`config.mk`:
```
export PLATFORM = sky130hd
export DESIGN_NAME = ps2_key_decoder
export DESIGN_NICKNAME = d
export VERILOG_FILES = /design/src/rtl/ps2_key_decoder.sv
export SDC_FILE = /design/constraint.sdc
export NUM_CORES = 1
export LEC_CHECK = 0
export CAP_MARGIN = 30
export CORE_MARGIN = 5
export CORE_UTILIZATION = 25
export CTS_BUF_LIST = sky130_fd_sc_hd__clkbuf_16
export CTS_CLUSTER_SIZE = 16
export DETAILED_ROUTE_END_ITERATION = 12
export GPL_TIMING_DRIVEN = 0
export PLACE_DENSITY = 0.52
export SLEW_MARGIN = 15
export SYNTH_ARGS = -nofsm -noshare
export SYNTH_HDL_FRONTEND = slang
export SYNTH_SLANG_ARGS = --single-unit
```
`constraint.sdc`:
```
create_clock -name clk -period 2.2 [get_ports clk]
set_input_delay 0.44 -clock clk [delete_from_list [all_inputs] [get_ports clk]]
set_output_delay 0.44 -clock clk [all_outputs]
set_load 0.02 [all_outputs]
```
`src/rtl/ps2_key_decoder.sv`:
```
// ps2_key_decoder
//   Turns the byte stream of a PS/2 set-2 receiver into key events and keeps
//   a live "held" bitmap for WASD and the four arrow keys.
//
//   Ports
//     clk          in   system clock, everything on posedge
//     rst_n        in   asynchronous active-low reset
//     keycode[7:0] in   received byte, qualified by oflag
//     oflag        in   one-clk strobe: keycode holds a new byte
//     key_code[7:0]out  final scancode byte of the last event
//     key_ext      out  last event carried the E0 prefix
//     key_release  out  last event was a break (F0)
//     key_valid    out  one-clk strobe: key_code/key_ext/key_release are new
//     key_held[7:0]out  W A S D Up Left Down Right (bit0..bit7)
//     seq_err      out  one-clk strobe on timeout or keyboard error byte
//
//   TIMEOUT_CYCLES: maximum idle clk cycles between bytes of one sequence.
module ps2_key_decoder #(
  parameter int unsigned TIMEOUT_CYCLES = 2_000_000
) (
  input  logic       clk,
  input  logic       rst_n,
  input  logic [7:0] keycode,
  input  logic       oflag,
  output logic [7:0] key_code,
  output logic       key_ext,
  output logic       key_release,
  output logic       key_valid,
  output logic [7:0] key_held,
  output logic       seq_err
);

  localparam int unsigned TW =
    ($clog2(TIMEOUT_CYCLES) > 21) ? $clog2(TIMEOUT_CYCLES) : 21;
  localparam logic [TW-1:0] TMO_LAST = TW'(TIMEOUT_CYCLES - 1);

  typedef enum logic [2:0] {
    IDLE,
    EXT,
    BRK,
    EXT_BRK,
    SKIP
  } state_t;

  state_t        r_state;
  logic [2:0]    r_skip_cnt;
  logic [TW-1:0] r_tmo_cnt;
  logic [7:0]    r_key_code;
  logic          r_key_ext;
  logic          r_key_release;
  logic          r_key_valid;
  logic [7:0]    r_key_held;
  logic          r_seq_err;

  logic          w_is_e0;
  logic          w_is_f0;
  logic          w_is_e1;
  logic          w_quiet;
  logic          w_bad;
  logic          w_emit;
  logic          w_ext;
  logic          w_rel;
  logic [7:0]    w_mask;

  // Held-bitmap position for a final byte; the E0 status must match.
  function automatic logic [7:0] held_mask(input logic [7:0] code,
                                           input logic       ext);
    held_mask = '0;
    if (!ext) begin
      case (code)
        8'h1D:   held_mask[0] = 1'b1;
        8'h1C:   held_mask[1] = 1'b1;
        8'h1B:   held_mask[2] = 1'b1;
        8'h23:   held_mask[3] = 1'b1;
        default: held_mask = '0;
      endcase
    end else begin
      case (code)
        8'h75:   held_mask[4] = 1'b1;
        8'h6B:   held_mask[5] = 1'b1;
        8'h72:   held_mask[6] = 1'b1;
        8'h74:   held_mask[7] = 1'b1;
        default: held_mask = '0;
      endcase
    end
  endfunction

  always_comb begin
    w_is_e0 = (keycode == 8'hE0);
    w_is_f0 = (keycode == 8'hF0);
    w_is_e1 = (keycode == 8'hE1);
    w_quiet = (keycode == 8'hAA) || (keycode == 8'hFA) ||
              (keycode == 8'hEE) || (keycode == 8'hFE);
    w_bad   = (keycode == 8'h00) || (keycode == 8'hFF);
    w_ext   = (r_state == EXT) || (r_state == EXT_BRK);
    w_rel   = (r_state == BRK) || (r_state == EXT_BRK);
    w_emit  = 1'b0;
    if (oflag && !w_quiet && !w_bad) begin
      case (r_state)
        IDLE:             w_emit = !w_is_e0 && !w_is_f0 && !w_is_e1;
        EXT, BRK, EXT_BRK: w_emit = !w_is_e0 && !w_is_f0;
        default:          w_emit = 1'b0;
      endcase
    end
    w_mask = held_mask(keycode, w_ext);
  end

  always_ff @(posedge clk or negedge rst_n) begin
    if (!rst_n) begin
      r_state       <= IDLE;
      r_skip_cnt    <= '0;
      r_tmo_cnt     <= '0;
      r_key_code    <= '0;
      r_key_ext     <= 1'b0;
      r_key_release <= 1'b0;
      r_key_valid   <= 1'b0;
      r_key_held    <= '0;
      r_seq_err     <= 1'b0;
    end else begin
      r_key_valid <= 1'b0;
      r_seq_err   <= 1'b0;

      if (w_emit) begin
        r_key_code    <= keycode;
        r_key_ext     <= w_ext;
        r_key_release <= w_rel;
        r_key_valid   <= 1'b1;
        r_key_held    <= w_rel ? (r_key_held & ~w_mask) : (r_key_held | w_mask);
      end

      if (oflag) begin
        // A new byte always wins over a timeout detected on the same cycle.
        r_tmo_cnt <= '0;
        if (w_quiet) begin
          r_state <= IDLE;
        end else if (w_bad) begin
          r_state   <= IDLE;
          r_seq_err <= 1'b1;
        end else begin
          case (r_state)
            IDLE: begin
              if (w_is_e0)      r_state <= EXT;
              else if (w_is_f0) r_state <= BRK;
              else if (w_is_e1) begin
                r_state    <= SKIP;
                r_skip_cnt <= 3'd7;
              end
            end
            EXT: begin
              if (w_is_f0)       r_state <= EXT_BRK;
              else if (!w_is_e0) r_state <= IDLE;
            end
            BRK: begin
              if (w_is_e0)       r_state <= EXT_BRK;
              else if (!w_is_f0) r_state <= IDLE;
            end
            EXT_BRK: begin
              if (!w_is_e0 && !w_is_f0) r_state <= IDLE;
            end
            SKIP: begin
              r_skip_cnt <= r_skip_cnt - 3'd1;
              if (r_skip_cnt == 3'd1) r_state <= IDLE;
            end
            default: r_state <= IDLE;
          endcase
        end
      end else if (r_state != IDLE) begin
        if (r_tmo_cnt == TMO_LAST) begin
          r_state    <= IDLE;
          r_tmo_cnt  <= '0;
          r_skip_cnt <= '0;
          r_seq_err  <= 1'b1;
        end else begin
          r_tmo_cnt <= r_tmo_cnt + 1'b1;
        end
      end else begin
        r_tmo_cnt <= '0;
      end
    end
  end

  assign key_code    = r_key_code;
  assign key_ext     = r_key_ext;
  assign key_release = r_key_release;
  assign key_valid   = r_key_valid;
  assign key_held    = r_key_held;
  assign seq_err     = r_seq_err;

endmodule

```
Word level (Yosys, flattened, before mapping)
Index checks and enable logic that the tools add are counted.
{"block": "classes", "add_sub_neg": 2, "eq_ne": 33, "muxes": 43, "bitwise_logic": 3, "n_reduce_logical": 23}
{"op": "== test 8 bit (second input constant)", "n": 8}
{"op": "2-to-1 mux 21 bit", "n": 3}
{"op": "2-to-1 mux 3 bit", "n": 20}
{"op": "== test 8 x 7 -> 1 bit (second input constant)", "n": 4}
{"op": "== test 8 x 5 -> 1 bit (second input constant)", "n": 3}
{"op": "adder 21 x 1 -> 21 bit (second input constant)", "n": 1}
{"op": "== test 21 bit (second input constant)", "n": 1}
{"op": "2-to-1 mux 8 bit", "n": 2}
{"op": "2-to-1 mux 1 bit", "n": 15}
{"op": "one-hot mux 3 bit (5 select lines)", "n": 1}
{"op": "!= test 6 bit (second input constant)", "n": 2}
{"op": "!= test 3 bit (second input constant)", "n": 3}
{"op": "bitwise AND 8 bit", "n": 1}
{"op": "== test 8 x 6 -> 1 bit (second input constant)", "n": 1}
{"op": "zero test 8 bit", "n": 1}
{"op": "inverter 8 bit", "n": 1}
{"op": "bitwise OR 8 bit", "n": 1}
{"op": "AND reduction 8 bit", "n": 1}
{"op": "!= test 7 bit (second input constant)", "n": 1}
{"op": "AND reduction 7 bit", "n": 1}
{"op": "== test 3 x 1 -> 1 bit (second input constant)", "n": 2}
{"op": "== test 3 x 2 -> 1 bit (second input constant)", "n": 2}
{"op": "logical OR 1 bit", "n": 6}
{"op": "one-hot mux 3 bit (2 select lines)", "n": 1}
{"op": "other kinds (13)", "n": 22}
{"block": "totals", "register_bits": 47, "input_bits": 11, "output_inout_bits": 20, "wordCells": 113}

Depth between registers and ports, before layout
Gate-level depths: netlist (run 1).
{"block": "logic_depth", "word_depth": 9, "depth_mapped": 7, "ltp_nobuf": 7}

Worst setup path before layout (run 1)
Ideal clock, no wire load.
{"block": "synth_path", "path_type": "input to register", "from": "input port keycode[6]", "to": "register r_key_code[1], in the netlist key_code[1]", "setup_time_ns": 0.128, "arrival_ns": 1.886, "t_required_ns": 2.072, "slack_ns": 0.186, "cell_stages": 7, "path_buffers": 2, "path_cell_list": "clkbuf_1 -> nand4_1 -> or3_1 -> nand4_1 -> or2_1 -> buf_6 -> mux2_1"}
{"block": "synth_via", "elab_chain_len": 8}
{"element": "start: declaration", "line_no": "23", "source": "input logic [7:0] keycode,"}
{"element": "== test 8 bit", "line_no": "92", "source": "w_quiet = (keycode == 8'hAA) || (keycode == 8'hFA) ||"}
{"element": "logical OR 1 bit (2 in a row)", "line_no": "92"}
{"element": "logical OR 1 bit", "line_no": "93", "source": "(keycode == 8'hEE) || (keycode == 8'hFE);"}
{"element": "zero test 1 bit", "line_no": "98", "source": "if (oflag && !w_quiet && !w_bad) begin"}
{"element": "logical AND 1 bit (2 in a row)", "line_no": "98"}
{"element": "2-to-1 mux 1 bit (*)", "line_no": "98"}
{"element": "end signal: assignment", "line_no": "124", "source": "r_key_code <= keycode;"}
{"element": "end: declaration", "line_no": "48", "source": "logic [7:0] r_key_code;"}
Every way passes the cells marked *; elsewhere a longest branch is shown, timed or not.
A chain may end at the register's enable or synchronous reset.

==> results of run 1 <==
layout make-up:
class                           instances  area (µm²)  share of cell area [%]
Sequential cell                        47        1180                    36.3
Inverter                                7        26.3                   0.811
Buffer                                 12        92.6                    2.86
Timing Repair Buffer                   33         320                    9.88
Tap cell                              136         170                    5.25
Clock buffer                            5         125                    3.86
Clock inverter                          3        16.3                   0.502
Multi-Input combinational cell        195        1310                    40.5
power by group through the flow:
stage / registers, mW / logic (mW) / clock network, mW
2_1_floorplan: 1.17 / 0.417 / 0
3_3_place_gp: 1.10 / 0.788 / 0
3_5_place_dp: 1.10 / 0.801 / 0
4_1_cts: 1.09 / 0.840 / 0.763
5_1_grt: 1.11 / 0.916 / 0.799
6_report: 1.09 / 0.835 / 0.739
critical path, cell delays in order, from the launching register on:
cell                       delay (ps)
sky130_fd_sc_hd__dfrtp_1          460
sky130_fd_sc_hd__nor2b_1          270
sky130_fd_sc_hd__nand3_1          160
sky130_fd_sc_hd__or2_2            330
sky130_fd_sc_hd__nor4bb_1         330
sky130_fd_sc_hd__mux2_2           370
cell families (layout without fill, tap and decap cells):
kind of cell	count (synthesis)	count (layout)	share of synthesized area, %
multiplexers	18	18	7.88
XOR/XNOR	19	19	6.51
buffers and inverters	19	60	3.62
AND/OR/NAND/NOR	130	130	27.6
AO/OA/AOI/OAI	25	25	6.91
adder cells (fa/ha/maj)	3	3	1.47
flip-flops	47	47	46.0
path summary, 6_finish.rpt:
path                                   from            end  slack (ps)  cells after the start
worst max register to register   r_state[0]       register         170                      5
max in group asynchronous             rst_n  r_tmo_cnt[12]        1590                      2
min in group clk                 keycode[2]    key_code[2]         430                      2
worst min-delay path                  rst_n        key_ext         100                      1
worst max-delay path             r_state[0]       register         170                      5
worst min register to register  key_code[4]    key_code[4]         490                      1
routing by layer:
metal / track usage [%] / up-vias / share of wire [%]
met1: 14.3 / 1031 / 50
met4: 2.92 / 0 / 1.5
met2: 15.5 / 25 / 46
li1: - / 1011 / -
met5: 0 / - / 0
met3: 1.75 / 5 / 2.5
per-stage QoR:
step,hold WS (ps),setup TNS (ps)
global placement,475,-42170
detailed placement,425,-9580
floorplan,144,0
global route,149,0
CTS,115,0
finish,101,0
what timing repair did:
| item | 4_1_cts | 5_1_grt |
|---|---|---|
| buffers inserted | 5 | 0 |
| setup endpoints to repair | 14 | 23 |
| pin swaps | 4 | 2 |
| cloned | 1 | 0 |
| gates resized for setup | 16 | 7 |
cells in the final DEF, fill, tap and decap left out, types with 7 or more instances in the layout:
master,netlist,layout
sky130_fd_sc_hd__nand3_1,16,16
sky130_fd_sc_hd__and3_1,7,7
sky130_fd_sc_hd__inv_1,7,8
sky130_fd_sc_hd__mux2_2,8,8
sky130_fd_sc_hd__clkdlybuf4s50_1,0,21
sky130_fd_sc_hd__nand2_1,16,16
sky130_fd_sc_hd__mux2_1,9,8
sky130_fd_sc_hd__nor2_1,31,30
sky130_fd_sc_hd__nand4_1,12,12
sky130_fd_sc_hd__xnor2_1,7,7
sky130_fd_sc_hd__o21ai_0,9,9
sky130_fd_sc_hd__dfrtp_1,47,47
sky130_fd_sc_hd__xor2_1,12,12
sky130_fd_sc_hd__nor3_1,11,10
==> qor_table.md, run 1 <==
| Metric | Value |
|:---|:---|
| Synthesis Warnings | 0 |
| Routed Antenna Nets | 0 |
| Worst Setup Slack post-DPL | -620 ps |
| Max Cap Violations | 0 |
| Endpoint required time on the critical path | 2380 ps |
| Count of cell types in the netlist | 44 |
| Aggregate routed wire length | 6050 µm |
| Cells after Synth | 261 |
| Overall die width | 111 µm |
| Avg Vias per Cell | 4.73 |
| Power share of the clock group | 27.8% |
| Average cell area after synthesis | 9.79 µm² |
| TritonCTS clock tree | built |
| Fraction of final layout cells sized beyond drive strength 1 | 14.9% |
| CTS H-tree depth | 2 |
| Die Y | 111 µm |
| Hold Vio Cnt, Final | 0 |
| Internal cell power | 1.76 mW |
| Detailed-route wire length per cell | 13.8 µm |
| Layout Area Growth over Synthesis | 26.8% |
| Max_slew headroom | 55.1% |
| Syn Std Cell Area | 2550 µm² |
| Fraction of registers with async set/reset | 100% |
| Largest fanout on the critical path | 8 |
| CTS Sinks | 47 |
| Grt ovf | 0 |
| Unrepaired setup endpoints after global routing | false |
| CP Data Arrival Time | 2210 ps |
| Sum of internal, switching and leakage power | 2.66 mW |
| Number of max-slew violations in the final report | 0 |
| Clock transition at the registers of the reported paths | 60 ps |
| CTS buffer count | 5 |
| Minimum clock period | 2030 ps |
| Highest Clock Rate | 492 MHz |
| Most frequent cell after synthesis | sky130_fd_sc_hd__dfrtp_1 |
| Final count of negative-setup-slack endpoints | 0 |
| Number of iterations in the first detailed-routing pass | 4 |
| Worst setup skew after layout | 4.39 ps |
| Pin count of the biggest net entering global routing | 29 |
| Diodes inserted | 0 |
| Initial standard-cell utilization of the core | 25.2% |
| Leading post-synthesis cells by cell area | sky130_fd_sc_hd__dfrtp_1, sky130_fd_sc_hd__nor2_1, sky130_fd_sc_hd__xor2_1, sky130_fd_sc_hd__mux2_1, sky130_fd_sc_hd__mux2_2 |
| Result of the run | finished clean |
| Area of the core | 10,100 µm² |
| Period Utilization, post-route | 92.3% |
| Placed Cells incl. Taps | 424 |
| Placed instance area | 3000 µm² |
| Vias in the first global route | 2,054 |
| Clock network latency to the later pin of the worst-skew pair | 290 ps |
| Number of antenna violations at the first check in global routing | 0 |
| Layout Cell Area excl Fill | 3240 µm² |
| Finished Layout Cells | 438 |
| Total half-perimeter wirelength after legalization and detailed placement | 4400 µm |
| Leakage dissipation | 1.32 nW |
| Sequential cell area fraction in the yosys report | 46.0% |
| Fill count | 1,056 |
| Type of element capturing the critical path | register |
| Synthesized netlist net count | 275 |
| Power Dens Cells | 821 nW/µm² |
| Number of nets in the layout | 315 |
| Global-route wire length before repair | 10,400 µm |
| Vias post-DR | 2,072 |
| Root buffer selected by CTS | sky130_fd_sc_hd__clkbuf_16 |
| Io pins | 31 |
| Seq pwr share | 40.8% |
| Count of hold-fix buffers inserted at cts | 0 |
| EDFF count, synth | 0 |
| Die footprint | 12,300 µm² |
| Final setup slack of the worst path | 169 ps |
| Synth Flop Type | sky130_fd_sc_hd__dfrtp_1 |
| Overall routing resource usage | 10.0% |
| Utilization after layout | 32.0% |
| Gpl congestion | 0.770 |
| Peak ir drop on the vdd network | 0.278 mV |
| Most common library cells after synthesis | sky130_fd_sc_hd__dfrtp_1, sky130_fd_sc_hd__nor2_1, sky130_fd_sc_hd__nand2_1, sky130_fd_sc_hd__nand3_1 |
| Startpoint type of the worst setup path | register |
| First-iteration detailed-routing DRC count | 136 |
| Post-synth top area cell | sky130_fd_sc_hd__dfrtp_1 |
| Worst setup path class | reg2reg |
| DRC Markers | 0 |
| Number of buffers on the longest clock path | 2 |
| FF+latch count, synth | 47 |
| Worst hold path type | in2async |
| Relative contribution of combinational cells to total power | 31.4% |
| Least-Margin Pin Slew | 668 ps |
| Switching power of the nets | 0.902 mW |
| Number of buffers inserted by port buffering | 26 |
| Post-synth top area share | 46.0% |
| Proportion of total power due to net switching | 33.9% |
| Core Rows | 37 |
(Power assumes the default switching activity.)
==> run 2, diff against run 1 <==
- CORE_UTILIZATION: 25 -> 45
- CTS_CLUSTER_DIAMETER: unset -> 60
- PLACE_DENSITY: 0.52 -> 0.77
==> run 2 against run 1 <==
Effect of this change:
- design area fell by 1.6%
- count of clock-buffer cells in the layout did not move
- critical path type is now in2reg
- via count rose by 2.7%
- worst hold slack improved by 46 ps
- the flow now finishes with violations (negative setup slack)
- sequential share of layout area rose by 0.58 points
- combinational power barely moved
- sequential power barely moved
==> qor_table.md, run 2 (synthesized netlist as in run 1, its figures left out) <==
| Metric | Value |
|:---|:---|
| Least-Margin Pin Slew | 652 ps |
| CTS buffer count | 5 |
| Relative contribution of combinational cells to total power | 31.4% |
| Leading cell type in the layout, fill and taps excluded | sky130_fd_sc_hd__dfrtp_1 |
| Detailed-route wire length per cell | 15.5 µm |
| Max_slew headroom | 56.2% |
| Type of element capturing the critical path | register |
| Largest fanout on the critical path | 6 |
| Startpoint of the worst register-to-register path | r_state[0] |
| Internal cell power | 1.76 mW |
| Global-route wire length before repair | 9660 µm |
| Worst setup path class | in2reg |
| Worst setup skew after layout | 4.22 ps |
| Hold Vio Cnt, Final | 0 |
| CTS H-tree depth | 2 |
| Leading cell types in the layout, fill and taps excluded | sky130_fd_sc_hd__dfrtp_1, sky130_fd_sc_hd__nor2_1, sky130_fd_sc_hd__clkdlybuf4s50_1, sky130_fd_sc_hd__nand2_1, sky130_fd_sc_hd__nand3_1 |
| Result of the run | finished with violations |
| Avg Vias per Cell | 5.69 |
| Aggregate routed wire length | 5810 µm |
| Number of buffers inserted by port buffering | 26 |
| Highest Clock Rate | 452 MHz |
| Period Utilization, post-route | 101% |
| Number of nets in the layout | 315 |
| Io pins | 31 |
| Routed Antenna Nets | 0 |
| Startpoint type of the worst setup path | primary input |
| Vias post-DR | 2,127 |
| Overall die width | 85.4 µm |
| Slowest Stage Delay on Critical Path | 510 ps |
| Initial standard-cell utilization of the core | 46.4% |
| First-iteration detailed-routing DRC count | 227 |
| Clock network latency to the later pin of the worst-skew pair | 290 ps |
| Root buffer selected by CTS | sky130_fd_sc_hd__clkbuf_16 |
| Final setup slack of the worst path | -12.9 ps |
| Seq pwr share | 40.9% |
| Fraction of final layout cells sized beyond drive strength 1 | 15.2% |
| Core Rows | 27 |
| Vias in the first global route | 2,060 |
| Number of max-slew violations in the final report | 0 |
| Utilization after layout | 57.9% |
| DRC Markers | 0 |
| Number of iterations in the first detailed-routing pass | 5 |
| Die footprint | 7280 µm² |
| Worst Setup Slack post-DPL | -575 ps |
| CTS Sinks | 47 |
| Max Cap Violations | 0 |
| Grt ovf | 0 |
| Proportion of total power due to net switching | 33.6% |
| Cells along the critical path | clkdlybuf4s50_1, buf_6, buf_4, nor2_1, nand4b_1, nand4_1, buf_4, nor4_4, mux2_4 |
| Switching power of the nets | 0.893 mW |
| Area of the core | 5510 µm² |
| Number of antenna violations at the first check in global routing | 0 |
| Final count of negative-setup-slack endpoints | 1 |
| Power share of the clock group | 27.7% |
| Diodes inserted | 0 |
| Pin count of the biggest net entering global routing | 25 |
| Minimum clock period | 2210 ps |
| Violations in the final reports | negative setup slack |
| Total half-perimeter wirelength after legalization and detailed placement | 3990 µm |
| Endpoint required time on the critical path | 2370 ps |
| Worst reg-to-reg setup slack | 50 ps |
| Clock transition at the registers of the reported paths | 60 ps |
| Slowest library cell on the worst path | sky130_fd_sc_hd__clkdlybuf4s50_1 |
| Layout Area Growth over Synthesis | 24.8% |
| Number of buffers on the longest clock path | 2 |
| Number of cells on the worst reg-to-reg path | 5 |
| Leakage dissipation | 1.32 nW |
| TritonCTS clock tree | built |
| Most frequent cell on the critical path | sky130_fd_sc_hd__buf_4 |
| Die Y | 85.4 µm |
| Worst hold path type | in2async |
| Power Dens Cells | 832 nW/µm² |
| Unrepaired setup endpoints after global routing | true |
| CP Data Arrival Time | 2380 ps |
| Peak ir drop on the vdd network | 0.394 mV |
| Gpl congestion | 0.904 |
| Overall routing resource usage | 16.3% |
==> run 2: cell count changes in the layout (fill, tap and decap cells not counted), sizes merged <==
cell and delta:
clkinv -1, clkinvlp +1, clkdlybuf4s50 +1, clkdlybuf4s15 -1
==> run 2: metal layers <==
layer  vias to the layer above  global-route usage (%)  part of all wire, %
met4                         0                    6.04                  1.8
met1                      1045                    22.5                   47
met5                         -                       0                    0
li1                       1008                       -                    -
met3                        12                    3.20                  4.4
met2                        62                    25.3                   47
==> run 2: worst max-delay path: cells and delay by family <==
kind                   cells  cell delay (ps)
muxes                      1              330
and+or+nand+nor            4              610
buffers and inverters      4              990
==> run 2: power groups by stage <==
stage               combinational [mW]  sequential (mW)  clock (mW)
global route                     0.921             1.11       0.791
floorplan                        0.417             1.17           0
global placement                 0.766             1.10           0
detailed placement               0.785             1.10           0
CTS                              0.811             1.09       0.750
finish                           0.834             1.09       0.735
==> run 2: timing repair <==
item | 4_1_cts | 5_1_grt
cloned | 0 | 1
buffers inserted | 3 | 2
pin swaps | 2 | 5
resized for setup | 14 | 11
setup endpoints to repair | 14 | 24
hold buffers | 0 | 0
==> run 2: worst max path at each step <==
stage	to	start	slack (ps)	cells after the start
after global routing	register	keycode[1]	-40	9
after CTS	key_code[3]	keycode[1]	3	8
after global placement	key_code[0]	rst_n	-560	1
after floorplan	key_code[1]	keycode[6]	190	7
after detailed placement	key_code[3]	keycode[3]	-580	8
final	register	keycode[1]	-10	9
==> run 2: cell type report <==
cell class              count  area [µm²]
plain buffers              12        92.6
inverters                   7        26.3
flip-flops and latches     47        1180
well taps                  72        90.1
clock buffers               5         125
multi-input cells         195        1330
repair buffers             33         332
clock inverters             3        16.3
fillers                   466        2320
==> run 2: per-stage QoR <==
stage | cell area, µm² | hold WS [ps] | TNS [ps] | power (mW) | std cells
global route | 3190 | 208 | -66.3 | 2.82 | 374
global placement | 2910 | 475 | -33980 | 1.86 | 359
CTS | 3140 | 159 | 0 | 2.65 | 371
floorplan | 2550 | 144 | 0 | 1.58 | 261
detailed placement | 2930 | 468 | -8050 | 1.89 | 360
finish | 3190 | 147 | -12.9 | 2.65 | 374
